### src/rtl/tdm_demux4.sv
// -----------------------------------------------------------------------------
// tdm_demux4 -- four-channel time-division demultiplexer
//
// A serial stream of channel words arrives one time slot per valid cycle.
// Slot 0 of each frame is marked by in_sync. The block locks onto the first
// sync it sees, then steers each valid word into the channel register named
// by a free-running 2-bit slot counter. Each capture is reported one cycle
// later by a one-hot out_strobe pulse. frame_done pulses together with the
// slot-3 strobe.
//
// Optional feature (compile-time macro TDM_DEMUX_SYNC_CHECK_EN):
//   When this macro is defined, a sync that arrives at a slot other than 0
//   while locked sets the sticky sync_err flag. The block also realigns:
//   that word is stored as slot 0, and the next word goes to slot 1.
//   When the macro is undefined, in_sync is ignored while locked and
//   sync_err is tied to 0.
//
// Parameters
//   WIDTH       data width of in_data and of each channel output
//
// Ports
//   clk         single clock; all state updates on its rising edge
//   rst_n       asynchronous active-low reset
//   in_valid    in_data carries one time slot this cycle
//   in_sync     current valid word is slot 0 (qualified by in_valid)
//   in_data     serialized channel word
//   out_data0-3 last captured word of channels 0..3
//   out_strobe  one-hot, one-cycle pulse naming the channel just updated
//   frame_done  one-cycle pulse when slot 3 is captured
//   locked      high while the framer is in LOCKED
//   sync_err    sticky misaligned-sync flag (cleared only by reset)
// -----------------------------------------------------------------------------
module tdm_demux4 #(
  parameter int WIDTH = 4
) (
  input  logic             clk,
  input  logic             rst_n,
  input  logic             in_valid,
  input  logic             in_sync,
  input  logic [WIDTH-1:0] in_data,
  output logic [WIDTH-1:0] out_data0,
  output logic [WIDTH-1:0] out_data1,
  output logic [WIDTH-1:0] out_data2,
  output logic [WIDTH-1:0] out_data3,
  output logic [3:0]       out_strobe,
  output logic             frame_done,
  output logic             locked,
  output logic             sync_err
);

  typedef enum logic {
    HUNT   = 1'b0,
    LOCKED = 1'b1
  } state_t;

  state_t     state, state_nxt;
  logic [1:0] slot, slot_nxt;

  // Decoded capture request for the current input word.
  logic       cap_en;
  logic [1:0] cap_idx;
  logic [3:0] strobe_nxt;
  logic       frame_done_nxt;

`ifdef TDM_DEMUX_SYNC_CHECK_EN
  logic       err_set;
`endif

  // ---------------------------------------------------------------------------
  // Next-state / capture decode
  // ---------------------------------------------------------------------------
  always_comb begin
    state_nxt = state;
    slot_nxt  = slot;
    cap_en    = 1'b0;
    cap_idx   = slot;
`ifdef TDM_DEMUX_SYNC_CHECK_EN
    err_set   = 1'b0;
`endif

    unique case (state)
      HUNT: begin
        // Words without sync are dropped while hunting.
        if (in_valid && in_sync) begin
          cap_en    = 1'b1;
          cap_idx   = 2'd0;
          slot_nxt  = 2'd1;
          state_nxt = LOCKED;
        end
      end

      LOCKED: begin
        if (in_valid) begin
          cap_en = 1'b1;
`ifdef TDM_DEMUX_SYNC_CHECK_EN
          // A sync that arrives at a slot other than 0 means we lost frame
          // alignment. Treat this word as slot 0 and restart the count.
          if (in_sync && (slot != 2'd0)) begin
            err_set  = 1'b1;
            cap_idx  = 2'd0;
            slot_nxt = 2'd1;
          end else begin
            cap_idx  = slot;
            slot_nxt = slot + 2'd1;
          end
`else
          cap_idx  = slot;
          slot_nxt = slot + 2'd1;
`endif
        end
      end

      default: begin
        state_nxt = HUNT;
        slot_nxt  = 2'd0;
      end
    endcase

    strobe_nxt     = cap_en ? (4'b0001 << cap_idx) : 4'b0000;
    frame_done_nxt = cap_en && (cap_idx == 2'd3);
  end

  // ---------------------------------------------------------------------------
  // Stage boundary: control and channel registers
  // ---------------------------------------------------------------------------
  always_ff @(posedge clk or negedge rst_n) begin
    if (!rst_n) begin
      state      <= HUNT;
      slot       <= 2'd0;
      out_strobe <= 4'b0000;
      frame_done <= 1'b0;
      out_data0  <= '0;
      out_data1  <= '0;
      out_data2  <= '0;
      out_data3  <= '0;
    end else begin
      state      <= state_nxt;
      slot       <= slot_nxt;
      out_strobe <= strobe_nxt;
      frame_done <= frame_done_nxt;
      if (strobe_nxt[0]) out_data0 <= in_data;
      if (strobe_nxt[1]) out_data1 <= in_data;
      if (strobe_nxt[2]) out_data2 <= in_data;
      if (strobe_nxt[3]) out_data3 <= in_data;
    end
  end

`ifdef TDM_DEMUX_SYNC_CHECK_EN
  always_ff @(posedge clk or negedge rst_n) begin
    if (!rst_n) begin
      sync_err <= 1'b0;
    end else if (err_set) begin
      sync_err <= 1'b1;
    end
  end
`else
  assign sync_err = 1'b0;
`endif

  assign locked = (state == LOCKED);

endmodule

### config.mk
export PLATFORM = sky130hd
export DESIGN_NAME = tdm_demux4
export DESIGN_NICKNAME = d
export VERILOG_FILES = /design/src/rtl/tdm_demux4.sv
export SDC_FILE = /design/constraint.sdc
export NUM_CORES = 1
export LEC_CHECK = 0
export BUFFER_PORTS_ARGS = -buffer_cell sky130_fd_sc_hd__buf_4
export CORE_MARGIN = 2
export CORE_UTILIZATION = 30
export DETAILED_ROUTE_END_ITERATION = 8
export SETUP_SLACK_MARGIN = 0.05
export SYNTH_ARGS = -nofsm -noshare
export SYNTH_HDL_FRONTEND = slang
export SYNTH_SLANG_ARGS = --single-unit
### constraint.sdc
create_clock -name clk -period 2 [get_ports clk]
set_clock_uncertainty 0.05 [all_clocks]
set_input_delay 0.3 -clock clk [delete_from_list [all_inputs] [get_ports clk]]
set_output_delay 0.3 -clock clk [all_outputs]
set_load 0.02 [all_outputs]
# Word-level counts from Yosys, hierarchy flattened

Index checks and enable logic that the tools add are counted.

Output and inout port bits: 23
Flip-flop bits (word level): 24
Input bits: 8
Logic and storage cells: 27

Multiplexer cells: 10
Reductions and logical operators: 3
Eq/ne operators: 3
Bitwise gates (word level): 1
Add/subtract/negate cells: 1
Shift-type cells: 1

Operators with widths:

| cell                | count |
|---|---|
| $pmux 2 s2          | 2 |
| $mux 2              | 3 |
| $mux 4              | 1 |
| $ne 2x2->1 const B  | 2 |
| $shl 1x2->4 const A | 1 |
| $mux 1              | 3 |
| $add 2x1->2 const B | 1 |
| $eq 2x2->1 const B  | 1 |
| $logic_and 1x1->1   | 2 |
| $pmux 1 s2          | 1 |
| $reduce_and 2->1    | 1 |
| $not 1->1           | 1 |

# Depth between registers and ports, before layout

Word-level depth: 5
Depth in mapped cells: 4

# Worst setup path before layout

Ideal clock, no wire load.

Kind: reg2reg
Start point: register state, in the netlist locked
End point: register out_data0[0]
Slack: 504 ps
Buffers on the path: 0
Required time: 1825 ps
Data arrival time: 1322 ps
Clock period less this slack: 1496 ps
Cell stages (with the launch flop): 4
Path through: dfrtp_1 nor3b_1 o21ai_1 mux2_2

Word-level cells in the longest chain between the ends: 4
Elaborated cells between the ends (all ways): 5
Those cells by class: shift (1); mux (3); bitwise (1)

RTL lines:

| item                     | RTL line | text |
|---|---|---|
| start: declaration       | 56       | `state_t state, state_nxt;` |
| start signal: assignment | 137      | `state <= state_nxt;` |
| $not 1->1                | --       |  |
| $pmux 2 s2               | 81       | `unique case (state)` |
| $shl 1x2->4              | 119      | `strobe_nxt = cap_en ? (4'b0001 << cap_idx) : 4'b0000;` |
| $mux 4 (*)               | 119      |  |
| end signal: assignment   | 141      | `if (strobe_nxt[0]) out_data0 <= in_data;` |
| end: declaration         | 41       | `output logic [WIDTH-1:0] out_data0,` |

Every way passes the cells marked *; elsewhere a longest branch is shown, timed or not.
A chain may end at the register's enable or synchronous reset.

# Worst setup path in the final report

Start point: register state, in the netlist locked
End point: register out_data0[3]

Same word-level chain as after synthesis.

==> impl_metrics.ini <==
[status]
status = finished, violations left
violations = design-rule violations

[cells_and_area]
fin_area_sq_um = 1170
drive_above_1_share_pct = 54.3
area_growth_pct = 29.4
final_nets = 101
fill_cells = 266
final_util_pct = 41.8
layout_common_cells = buf_4, dfrtp_1, mux2_2, inv_1, mux2_4
regArea_sq_um = 576
final_common_cell = buf_4
diodes = 0
finalNonFillerCells = 123
multi_input_area_sq_um = 287

[drt]
vias_per_cell = 4.66
routed_wl_um = 1580
ant_nets = 0
via_count = 573
dr.pass1.iters = 6
drc_errors = 2
detail_route.wl_per_cell_um = 12.9
drtIter0Drc = 23

[yosys]
yosys-top-cells-area = dfrtp_1, mux2_2, mux2_4, inv_1, buf_4
syn_area_sq_um = 907
ys_seq_elements = 23
synth_largest_area_cell = dfrtp_1
syn_area_per_cell_sq_um = 14.9
ys_types = 19
syn_inst = 61
ys_warn_count = 0
syn_nets = 69
synth-seq-area-share_pct = 63.4
synth_top_area_share_pct = 63.4

[power]
power_density_nw_per_um2 = 1520
power_mw = 1.78
p_leak_nw = 0.600
ir_drop_v = 0.000609

[global_route]
grt_max_degree = 24
grt_pass1_vias = 529
antenna_found_initial = 0
grt_overflow = 0
grt_first_pass_wirelength_um = 2660
grt_use_total_pct = 10.4

[cts]
cts_buffer_depth = 2
insertion_delay_ns = 0.30
cts_resized = 0
cts_buffers = 3
cts_sinks = 23
htree_levels = 1
cts_tree = yes
cts_root_buffer = clkbuf_4
cts.reportedPaths.clkPinSlew_ns = 0.12

[worst_setup_path]
worst-r2r-setup-slack_ns = 0.46
cpLargestDelayFamily = flip-flops
cp_max_fo = 9
cpPeakStageDelay_ns = 0.47
critPathLaunchType = register
cp_cell_sequence = nor3b_1, o21ai_1, mux2_2
worstPathRequired_ns = 2.15
slowest_stage = dfrtp_1
crit_type = reg -> reg
end_kind = register
path_buf_inv = 0
arrival_ns = 1.69

[floorplan]
initial_utilization_pct = 32.3
die-area_sq_um = 3480
row_count = 19
die-width_um = 59.0
coreArea_sq_um = 2810
die_h_um = 59.0
io_pins = 31

[place]
io_buffers = 29
dp_cells = 118
place_ws_ns = 0.474
placed_area_sq_um = 1140
routabilityCongestion = 0.734

[timing]
fin_ws_ns = 0.461
period_minus_slack_ns = 1.54
drv_slew = 0
hold_viol = 0
rsz0062_at_grt = false
finalCritPeriodShare_pct = 77.0
fin_hold_ws_ns = 0.172
fmax_mhz = 650
finalSetupViolCount = 0
finalSetupTns_ns = 0

[job]
drv_cap = 0

[worst_hold_path]
hold_path_class = in -> reg
[sequential cells by signal, indices dropped and copies added, names as in the netlist]
register and flops:
out_data1 4, out_data0 4, out_strobe 3, frame_done 1, locked 1, out_data2 4, out_data3 4, slot 2
[layout make-up]
type                    count  area share, %
flip-flops and latches     23           49.0
multi-input cells          30           24.4
repair buffers             30           19.4
inverters                   5           1.60
clock buffers               4           2.24
well taps                  31           3.30
[where the power goes]
group	switching (mW)	internal [mW]	total (mW)
Clock	0.132	0.0778	0.210
Combinational	0.394	0.418	0.813
Sequential	0.106	0.653	0.759
[per-layer routing]
metal | vias to the layer above | GRT usage (%) | part of all wire [%] | wire [um]
met5 | - | 0 | 0 | 0
met4 | 0 | 0.974 | 0 | 0
met3 | 0 | 5.24 | 9.3 | 147
met2 | 24 | 15.6 | 48 | 761
met1 | 280 | 14.3 | 43 | 675
li1 | 269 | - | - | -
[cells in the mapped netlist]
library cell  instances
dfrtp_1              23
mux2_2               12
inv_1                 5
mux2_4                4
buf_4                 2
nand4_1               2
a21boi_0              1
a21o_2                1
a22o_2                1
buf_6                 1
conb_1                1
mux2i_1               1
nand2_1               1
nand3_1               1
nor2b_1               1
nor3b_1               1
o21ai_0               1
o21ai_1               1
or2_1                 1
[path summary, 6_finish.rpt]
path,to,start,cells past startpoint
min in group asynchronous,out_data1[2],rst_n,2
min reg2reg,out_data2[2],out_data2[2],1
max reg2reg,out_data0[3],locked,3
max in group asynchronous,locked,rst_n,2
min,locked,in_sync,2
max,out_data0[3],locked,3
[cell families (layout without fill, tap and decap cells)]
family,count (synthesis),in the layout,synth area share [%]
AOI/OAI and AO/OA,5,5,4.00
buffers and inverters,8,39,4.97
DFF,23,23,63.4
muxes,17,17,22.6
other,1,1,0.413
and+or+nand+nor,7,7,4.55
[timing repair]
action / CTS / global route
hold endpoints to repair: 23 / 0
endpoints found under the setup margin: 0 / 0
hold buffers: 1 / 0
setup buffers: 0 / 0
[worst register-to-register path, stage by stage (launching register included)]
cell and delay (ns):
dfrtp_1 0.47, nor3b_1 0.17, o21ai_1 0.35, mux2_2 0.39
No activity file was read; power rests on OpenSTA's default activity.
